--- src/rtl/fifo_pkg.sv ---
// Shared constants for the FIFO family; the dual-clock variant is expected to reuse these defaults.
package fifo_pkg;

    localparam int unsigned FIFO_DEF_SIZE  = 8;
    localparam int unsigned FIFO_DEF_WIDTH = 8;

endpackage

--- src/rtl/fifo_flags.sv ---
// Pointer comparator: derives full, empty and occupancy from the wrap-bit-extended pointers.
module fifo_flags #(
    parameter int PTR_LEN = 3
) (
    input  logic [PTR_LEN:0] i_wr_ptr,
    input  logic [PTR_LEN:0] i_rd_ptr,
    output logic             o_full,
    output logic             o_empty,
    output logic [PTR_LEN:0] o_level
);

    logic w_wrap_differs;
    logic w_addr_equal;

    assign w_wrap_differs = (i_wr_ptr[PTR_LEN] != i_rd_ptr[PTR_LEN]);
    assign w_addr_equal   = (i_wr_ptr[PTR_LEN-1:0] == i_rd_ptr[PTR_LEN-1:0]);

    assign o_empty = (i_wr_ptr == i_rd_ptr);
    assign o_full  = w_wrap_differs && w_addr_equal;
    // Modular subtraction is exact because the extra wrap bit covers the range 0..SIZE.
    assign o_level = i_wr_ptr - i_rd_ptr;

endmodule

--- src/rtl/sync_fifo_core.sv ---
// Single-clock FIFO: register array, wrap-bit pointers and a registered read port.
module sync_fifo_core
    import fifo_pkg::*;
#(
    parameter int SIZE    = FIFO_DEF_SIZE,
    parameter int WIDTH   = FIFO_DEF_WIDTH,
    parameter int PTR_LEN = $clog2(SIZE)
) (
    input  logic             clk,
    input  logic             arst_n,
    input  logic             w_en,
    input  logic [WIDTH-1:0] data_in,
    input  logic             r_en,
    output logic [WIDTH-1:0] data_out,
    output logic             full,
    output logic             empty,
    output logic [PTR_LEN:0] level
);

    localparam logic [PTR_LEN:0] PTR_ONE = (PTR_LEN+1)'(1);

    logic [WIDTH-1:0] r_mem [SIZE];
    logic [PTR_LEN:0] r_wr_ptr;
    logic [PTR_LEN:0] r_rd_ptr;
    logic [WIDTH-1:0] r_data_out;

    logic             w_full;
    logic             w_empty;
    logic [PTR_LEN:0] w_level;
    logic             w_wr_acc;
    logic             w_rd_acc;

    fifo_flags #(
        .PTR_LEN (PTR_LEN)
    ) u_flags (
        .i_wr_ptr (r_wr_ptr),
        .i_rd_ptr (r_rd_ptr),
        .o_full   (w_full),
        .o_empty  (w_empty),
        .o_level  (w_level)
    );

    // Acceptance uses pre-edge flags, so a full FIFO still reads and an empty one still writes.
    assign w_wr_acc = w_en && !w_full;
    assign w_rd_acc = r_en && !w_empty;

    always_ff @(posedge clk or negedge arst_n) begin
        if (!arst_n) begin
            r_wr_ptr   <= '0;
            r_rd_ptr   <= '0;
            r_data_out <= '0;
        end else begin
            if (w_wr_acc) begin
                r_wr_ptr <= r_wr_ptr + PTR_ONE;
            end
            if (w_rd_acc) begin
                r_data_out <= r_mem[r_rd_ptr[PTR_LEN-1:0]];
                r_rd_ptr   <= r_rd_ptr + PTR_ONE;
            end
        end
    end

    // Storage is deliberately left unreset; only the pointers define what is valid.
    always_ff @(posedge clk) begin
        if (w_wr_acc) begin
            r_mem[r_wr_ptr[PTR_LEN-1:0]] <= data_in;
        end
    end

    assign data_out = r_data_out;
    assign full     = w_full;
    assign empty    = w_empty;
    assign level    = w_level;

endmodule

--- config.mk ---
export PLATFORM = sky130hd
export DESIGN_NAME = sync_fifo_core
export DESIGN_NICKNAME = d
export VERILOG_FILES = /design/src/rtl/fifo_pkg.sv /design/src/rtl/fifo_flags.sv /design/src/rtl/sync_fifo_core.sv
export SDC_FILE = /design/constraint.sdc
export NUM_CORES = 1
export LEC_CHECK = 0
export CAP_MARGIN = 20
export CORE_MARGIN = 2
export CORE_UTILIZATION = 35
export CTS_CLUSTER_SIZE = 10
export DETAILED_ROUTE_END_ITERATION = 7
export GPL_TIMING_DRIVEN = 0
export PLACE_DENSITY_LB_ADDON = 0.2
export SYNTH_ARGS = -nofsm -noshare
export SYNTH_HDL_FRONTEND = slang
export SYNTH_SLANG_ARGS = --single-unit
--- constraint.sdc ---
create_clock -name clk -period 4 [get_ports clk]
set_clock_uncertainty 0.1 [all_clocks]
set_input_delay 0.8 -clock clk [delete_from_list [all_inputs] [get_ports clk]]
set_output_delay 0.8 -clock clk [all_outputs]
set_load 0.01 [all_outputs]
After elaboration in Yosys (flattened, before gate mapping)
Memories as Yosys holds them, arrays and structs flattened. A register that Yosys moved wholly into a read port is not among the register bits.
Index checks and enable logic that the tools add are counted.

word-level totals
  flip-flop bits (word level) = 8
  memory bits (writable) = 64
  bits of input ports = 12
  output and inout port bits = 14
  word-level logic and storage cells = 17
  memories kept = 1

memory list
  memory  words  bits a word  read ports  clocked after memory_dff  wr ports  RTL line              text
  r_mem   8      8            1           1                         1         sync_fifo_core.sv:22  logic [WIDTH-1:0] r_mem [SIZE];

operators by class
  add/subtract/negate cells = 3
  equal/unequal tests = 3
  multiplexer cells = 2
  reductions and logical operators = 6

operator list
  kind                   count
  $add A4 B1 Y4 const B  2
  $eq A4 B4 Y1           1
  $sub A4 B4 Y4          1
  $eq A3 B3 Y1           1
  $logic_and A1 B1 Y1    3
  $logic_not A1 Y1       3
  $mux W1                2
  $ne A1 B1 Y1           1

Depth between registers and ports, before layout
Gate-level depths: netlist of run 1.

  depth after elaboration = 6
  depth in mapped cells = 7
  depth with buffers taken out = 6

By module
A second synthesis of run 1 with hierarchy kept.

second synthesis, totals
  cells, all modules = 205
  area total of the unflattened synthesis = 3342.0 sq um

by module, submodules not included
  module          times used  cells an instance  area each (sq um)  seq. area each (sq um)
  sync_fifo_core  1           187                3199.3             2322.2
  fifo_flags      1           18                 142.6              0.0

Least setup slack after synthesis of run 1
Ideal clock, no wire load.

  path type = register to register
  start = reg r_wr_ptr[0]
  end = mem r_mem[0][0] (netlist bit), enable pin
  library setup time = 395 ps
  arrival time = 2067 ps
  required time = 3505 ps
  slack = 1439 ps
  cell stages (with the launch flop) = 7
  path buffers = 0
  clock period less this slack = 2561 ps
  path through = dfrtp_1 > inv_1 > ha_1 > nand3_1 > nor2b_1 > nand2b_1 > nor4_1

on the way
  cells in the longest elaborated chain, start to end = 6

RTL lines
  element                        RTL line              text
  from (decl)                    sync_fifo_core.sv:23  logic [PTR_LEN:0] r_wr_ptr;
  from (signal assigned)         sync_fifo_core.sv:54  r_wr_ptr <= r_wr_ptr + PTR_ONE;
  $eq A3 B3 Y1                   fifo_flags.sv:16      assign w_addr_equal = (i_wr_ptr[PTR_LEN-1:0] == i_rd_ptr[PTR_LEN-1:0]);
  $logic_and A1 B1 Y1            fifo_flags.sv:19      assign o_full = w_wrap_differs && w_addr_equal;
  named net full                 sync_fifo_core.sv:15  output logic full,
  $logic_not A1 Y1               sync_fifo_core.sv:44  assign w_wr_acc = w_en && !w_full;
  $logic_and A1 B1 Y1            sync_fifo_core.sv:44
  $mux W1                        sync_fifo_core.sv:65  if (w_wr_acc) begin
  $mux W1 (not written as such)  sync_fifo_core.sv:66  r_mem[r_wr_ptr[PTR_LEN-1:0]] <= data_in;
  to (decl)                      sync_fifo_core.sv:22

The timed path passes the listed nets, and every way through them passes these cells.

Final worst setup path of run 1
  start = reg r_rd_ptr[1]
  end = out level[3]

on the way
  cells in the longest elaborated chain, start to end = 1

RTL lines
  element                 RTL line              text
  from (decl)             sync_fifo_core.sv:24  logic [PTR_LEN:0] r_rd_ptr;
  from (signal assigned)  sync_fifo_core.sv:58  r_rd_ptr <= r_rd_ptr + PTR_ONE;
  $sub A4 B4 Y4           fifo_flags.sv:21      assign o_level = i_wr_ptr - i_rd_ptr;
  to (decl)               sync_fifo_core.sv:17  output logic [PTR_LEN:0] level

Every way passes these cells.

==> results of run 1 <==
-- critical path, stage by stage, from the launching register on --
cell and delay, ps:
dfrtp_1 520, inv_1 110, ha_1 340, a21o_1 200
a21oi_1 170, xor2_1 160, clkdlybuf4s50_1 550
-- cell type report --
cell class	count	area [um2]	area share
Sequential cell	80	2320	0.598
Multi-Input combinational cell	110	883	0.228
Timing Repair Buffer	30	278	0.0715
Tap cell	111	139	0.0358
Clock buffer	10	128	0.0329
Clock inverter	6	50.0	0.0129
Buffer	8	45.0	0.0116
Inverter	10	37.5	0.00967
-- layer usage --
layer	share of wire	vias up	wire [um]	global-route usage
met4	0.023	0	144	0.0759
met2	0.44	36	2800	0.197
li1	-	859	-	-
met3	0.040	12	253	0.0243
met5	0	-	0	0
met1	0.50	888	3150	0.202
-- kinds of logic (layout without fill, tap and decap cells) --
group | Yosys count | in the layout | synth area share
compound gates | 29 | 29 | 0.0637
xor+xnor | 9 | 9 | 0.0263
fa+ha+maj | 6 | 6 | 0.0252
buf+inv | 18 | 64 | 0.0252
flops | 80 | 80 | 0.708
mux | 33 | 33 | 0.108
simple gates | 33 | 33 | 0.0438
-- flip-flops by register name, indices dropped and copies added, names as in the netlist --
register,count
data_out,8
r_rd_ptr,4
r_mem,64
r_wr_ptr,4
-- worst min-delay path by stage --
stage,from,end,slack (ps)
global route,data_out[3],data_out[3],410
detailed placement,data_out[6],data_out[6],370
finish,data_out[6],data_out[6],380
CTS,data_out[1],data_out[1],390
global placement,data_out[7],data_out[7],360
floorplan,r_rd_ptr[3],r_rd_ptr[3],390
-- stage by stage --
step	instance area (um2)	hold WS, ps
floorplan	3280	393
global placement	3670	362
detailed placement	3700	369
CTS	3880	387
global route	3880	413
finish	3880	378
-- layout by cell type, fill, tap and decap left out, types with 2 or more instances in the layout --
master | Yosys | routed
edfxtp_1 | 64 | 64
clkdlybuf4s50_1 | 0 | 25
nand2_1 | 16 | 16
mux2_2 | 16 | 16
mux2i_1 | 16 | 16
dfrtp_1 | 16 | 16
inv_1 | 10 | 10
clkbuf_8 | 0 | 9
o21ai_0 | 8 | 8
a22oi_1 | 8 | 8
o221ai_1 | 8 | 8
buf_2 | 3 | 7
xnor2_1 | 6 | 6
nor2_1 | 6 | 6
ha_1 | 5 | 5
nor3_1 | 4 | 4
buf_4 | 3 | 4
clkinv_1 | 0 | 4
xor2_1 | 2 | 2
nand3_1 | 2 | 2
nor2b_1 | 2 | 2
clkbuf_1 | 1 | 2
o21ai_1 | 2 | 2
-- cell usage after synthesis (5+ instances only) --
cell type / n / area share
o221ai_1: 8 / 0.021
inv_1: 10 / 0.011
mux2_2: 16 / 0.055
dfrtp_1: 16 / 0.12
xnor2_1: 6 / 0.016
edfxtp_1: 64 / 0.59
ha_1: 5 / 0.019
nor2_1: 6 / 0.0069
a22oi_1: 8 / 0.018
o21ai_0: 8 / 0.012
mux2i_1: 16 / 0.049
nand2_1: 16 / 0.018
-- power groups by stage --
| stage | logic (W) | clock network, W | registers (W) |
|---|---|---|---|
| after global placement | 0.00122 | 0 | 0.00121 |
| final | 0.00122 | 0.000555 | 0.00120 |
| after CTS | 0.00125 | 0.000574 | 0.00120 |
| after floorplan | 0.000752 | 0 | 0.00121 |
| after detailed placement | 0.00125 | 0 | 0.00122 |
| after global routing | 0.00137 | 0.000603 | 0.00122 |
==> flow_summary.toml, run 1 <==
[synth]
syn_avg_cell_area_um2 = 15.8
synth_seq_cells = 80
async_flop_share = 0.200
synth_area_um2 = 3280
yosysSeqAreaShare = 0.708
ys.flop_type = "edfxtp_1"
synth_edf_count = 64
syn_inst = 208
yosysWarnings = 0
synth.distinct_cells = 30
synth_nets = 226

[sta]
hold_violations = 0
rsz0062_at_grt = "no"
layout_min_cycle_time_ps = 3300
setup-violations-final = 0
fmax_mhz = 303
worstMarginPinSlew_ps = 834
slew_headroom = 0.442
slew_violations = 0
finalWorstSetupSlack_ps = 702
setup_tns_ps = 0
finalCritPeriodShare = 0.824

[power]
p_switching_w = 0.00101
irDropWorstVdd_uv = 218
switching_share = 0.340
power_w = 0.00298
powerDensity_nw_per_um2 = 766
clockPowerShare = 0.187
p_leak_nw = 1.42
seq_power_share = 0.402
p_int_w = 0.00196
combPwrFrac = 0.412

[placement]
place_congestion = 0.747
hpwl_mm = 4.38
dp_slack_ps = 1040
place_inst = 349
io_buffers = 25

[setup_path]
cp-end-kind = "output pin"
startpoint_type = "flop"
r2r-end = "r_mem[5][2]"
r2r_cells = 5
required_ps = 3100
cp_data_arrival_time_ps = 2400
reg2reg_slack_ps = 1440
cp-startpoint = "r_rd_ptr[1]"
endpoint = "level[3]"
r2r_start = "r_wr_ptr[0]"
critPathMaxFanout = 8
path_class = "flop to output pin"

[finish]
drive_gt1_frac = 0.165
num-fill-cells = 835
num_antenna_cells = 0
fin_util = 0.424
final_cells = 365
final_nets = 267
area_delta_synth_final_pct = 18.3

[cts]
postCtsHoldBufs = 0
clockBufferDepth = 2
cts_tree = "done"
postCtsSetupBuffers = 0
htreeDepth = 3
cts.clk_slew.worst_paths_ps = 80
cts_root_buf = "clkbuf_8"
worst_skew_pair.late_latency_ps = 350
cts_buffers = 9
cts_resized = 0
cts_num_sinks = 80

[global_routing]
grt_pass1_vias = 1790
gr-total-overflow = 0
grt_max_degree = 17
grtUsageTotal = 0.139
antenna_found_initial = 0
grt_first_pass_wirelength_mm = 10.1

[status]
status = "finished, final reports clean"

[die]
die_h_um = 101
die_area_um2 = 10200
rows = 35
ios = 26
die_w_um = 101
core_area_um2 = 9150
initial_utilization = 0.359

[route]
wl_per_cell_um = 17.4
wl_mm = 6.35
dr_total_vias = 1795
first_pass_iters = 4
final_antenna_net_count = 0
avgViaCountPerCell = 4.92
route.detailed.drc = 0
drtIter0Drc = 79

[worst_hold_path]
hold_path_class = "flop to flop"
whs_path_depth = 2

[job]
drv_cap = 0
Note: power is estimated with default switching activity, not from simulation.
==> inputs of run 2 (changes only) <==
- clock period: 4 -> 3 ns (I/O delays scaled with it)
==> flow_summary.toml, run 2 (same netlist as run 1, synthesis figures left out) <==
[power]
p_switching_w = 0.00136
irDropWorstVdd_uv = 262
seq_power_share = 0.395
powerDensity_nw_per_um2 = 1020
switching_share = 0.340
power_w = 0.00401
combPwrFrac = 0.420
clockPowerShare = 0.185
p_leak_nw = 1.43
p_int_w = 0.00265

[cts]
htreeDepth = 3
cts_root_buf = "clkbuf_8"
cts_buffers = 9
postCtsHoldBufs = 0
clockBufferDepth = 2
worst_skew_pair.late_latency_ps = 350
cts_tree = "done"
cts_num_sinks = 80
cts.clk_slew.worst_paths_ps = 80

[placement]
place_congestion = 0.747
place_inst = 349
dp_slack_ps = 237
hpwl_mm = 4.38
io_buffers = 25
place_area_um2 = 3700

[sta]
slew_violations = 0
worstMarginPinSlew_ps = 824
finalCritPeriodShare = 0.949
layout_min_cycle_time_ps = 2850
fmax_mhz = 351
rsz0062_at_grt = "no"
finalWorstSetupSlack_ps = 153
hold_violations = 0
slew_headroom = 0.449
setup-violations-final = 0

[finish]
layout_commonest_cell = "edfxtp_1"
final_nets = 269
num_antenna_cells = 0
layout_common_cells = "edfxtp_1 (64), clkdlybuf4s50_1 (24), nand2_1 (16), mux2_2 (16), mux2i_1 (16)"
final_cells = 367
area_delta_synth_final_pct = 19.4
fin_util = 0.428
largest_reg_flops = 64
design_area_um2 = 3920
drive_gt1_frac = 0.191

[die]
initial_utilization = 0.359
die_area_um2 = 10200
ios = 26
rows = 35
die_w_um = 101
core_area_um2 = 9150
die_h_um = 101

[setup_path]
reg2reg_slack_ps = 560
r2r_start = "r_rd_ptr[2]"
cp-startpoint = "r_wr_ptr[0]"
critical-path-slowest-cell = "clkdlybuf4s50_1"
cp_data_arrival_time_ps = 2150
required_ps = 2300
crit_chain = "inv_1 -> ha_1 -> fa_1 -> xnor2_1 -> clkdlybuf4s50_1"
r2r-end = "r_mem[5][4]"
startpoint_type = "flop"
cp-end-kind = "output pin"
endpoint = "level[2]"
path_class = "flop to output pin"
r2r_cells = 5
critPathMaxFanout = 4
cpPeakStageDelay_ps = 550

[global_routing]
grt_first_pass_wirelength_mm = 10.2
grt_pass1_vias = 1796
grtUsageTotal = 0.140
grt_max_degree = 17
gr-total-overflow = 0
antenna_found_initial = 0

[route]
avgViaCountPerCell = 4.91
wl_per_cell_um = 17.4
drtIter0Drc = 112
dr_total_vias = 1801
route.detailed.drc = 0
final_antenna_net_count = 0
first_pass_iters = 4
wl_mm = 6.38

[status]
status = "finished, final reports clean"

[worst_hold_path]
hold_path.startpoint = "data_out[6]"
hold_path_class = "flop to flop"
whs_path_depth = 2

[job]
drv_cap = 0
==> run 2: changes by cell type in the layout (fill, tap and decap cells not counted), sizes merged <==
cell,change
dlymetal6s2s,+1
clkdlybuf4s50,-1
buf,+2
==> run 2: final cells by class <==
| type | count | area [um2] |
|---|---|---|
| Clock inverter | 6 | 50.0 |
| Fill cell | 827 | 5240 |
| Tap cell | 111 | 139 |
| Multi-Input combinational cell | 110 | 896 |
| Buffer | 8 | 45.0 |
| Inverter | 10 | 37.5 |
| Timing Repair Buffer | 32 | 295 |
| Sequential cell | 80 | 2330 |
| Clock buffer | 10 | 128 |
==> run 2: how the worst min path moves through the flow <==
stage and endpoint:
5_1_grt data_out[3], 4_1_cts data_out[1], 2_1_floorplan data_out[0], 6_report data_out[6], 3_3_place_gp data_out[7], 3_5_place_dp data_out[6]
==> run 2: power groups by stage <==
stage	clock, W	combinational [W]	sequential (W)
6_report	0.000742	0.00168	0.00158
5_1_grt	0.000804	0.00188	0.00161
4_1_cts	0.000766	0.00169	0.00159
3_5_place_dp	0	0.00166	0.00162
3_3_place_gp	0	0.00162	0.00161
2_1_floorplan	0	0.00100	0.00161
==> run 2: per-stage QoR <==
stage	setup TNS (ps)	hold slack, ps
CTS	0	387
floorplan	0	204
global placement	-2240	362
detailed placement	0	369
global route	0	413
finish	0	378
==> run 2: what timing repair did <==
item                       4_1_cts  5_1_grt
setup endpoints to repair        2        3
resized for setup                3        3
setup buffers                    1        1
==> run 2: worst max-delay path: cells and delay by family, from the launching register on <==
family,cells,cell delay [ps]
buf+inv,2,630
fa+ha+maj,2,610
flops,1,380
xor+xnor,1,170
==> run 2: routing by layer <==
metal | GRT usage | up-vias | wire [um] | part of all wire
met5 | 0 | - | 0 | 0
met4 | 0.0759 | 0 | 126 | 0.020
met3 | 0.0243 | 10 | 224 | 0.035
met2 | 0.198 | 35 | 2800 | 0.44
met1 | 0.204 | 893 | 3230 | 0.51
li1 | - | 863 | - | -
==> inputs of run 3 (changes only) <==
- SKIP_LAST_GASP: not set -> 1
==> results of run 3 <==
The final DEF is identical to that of run 2; final timing and power are the same.
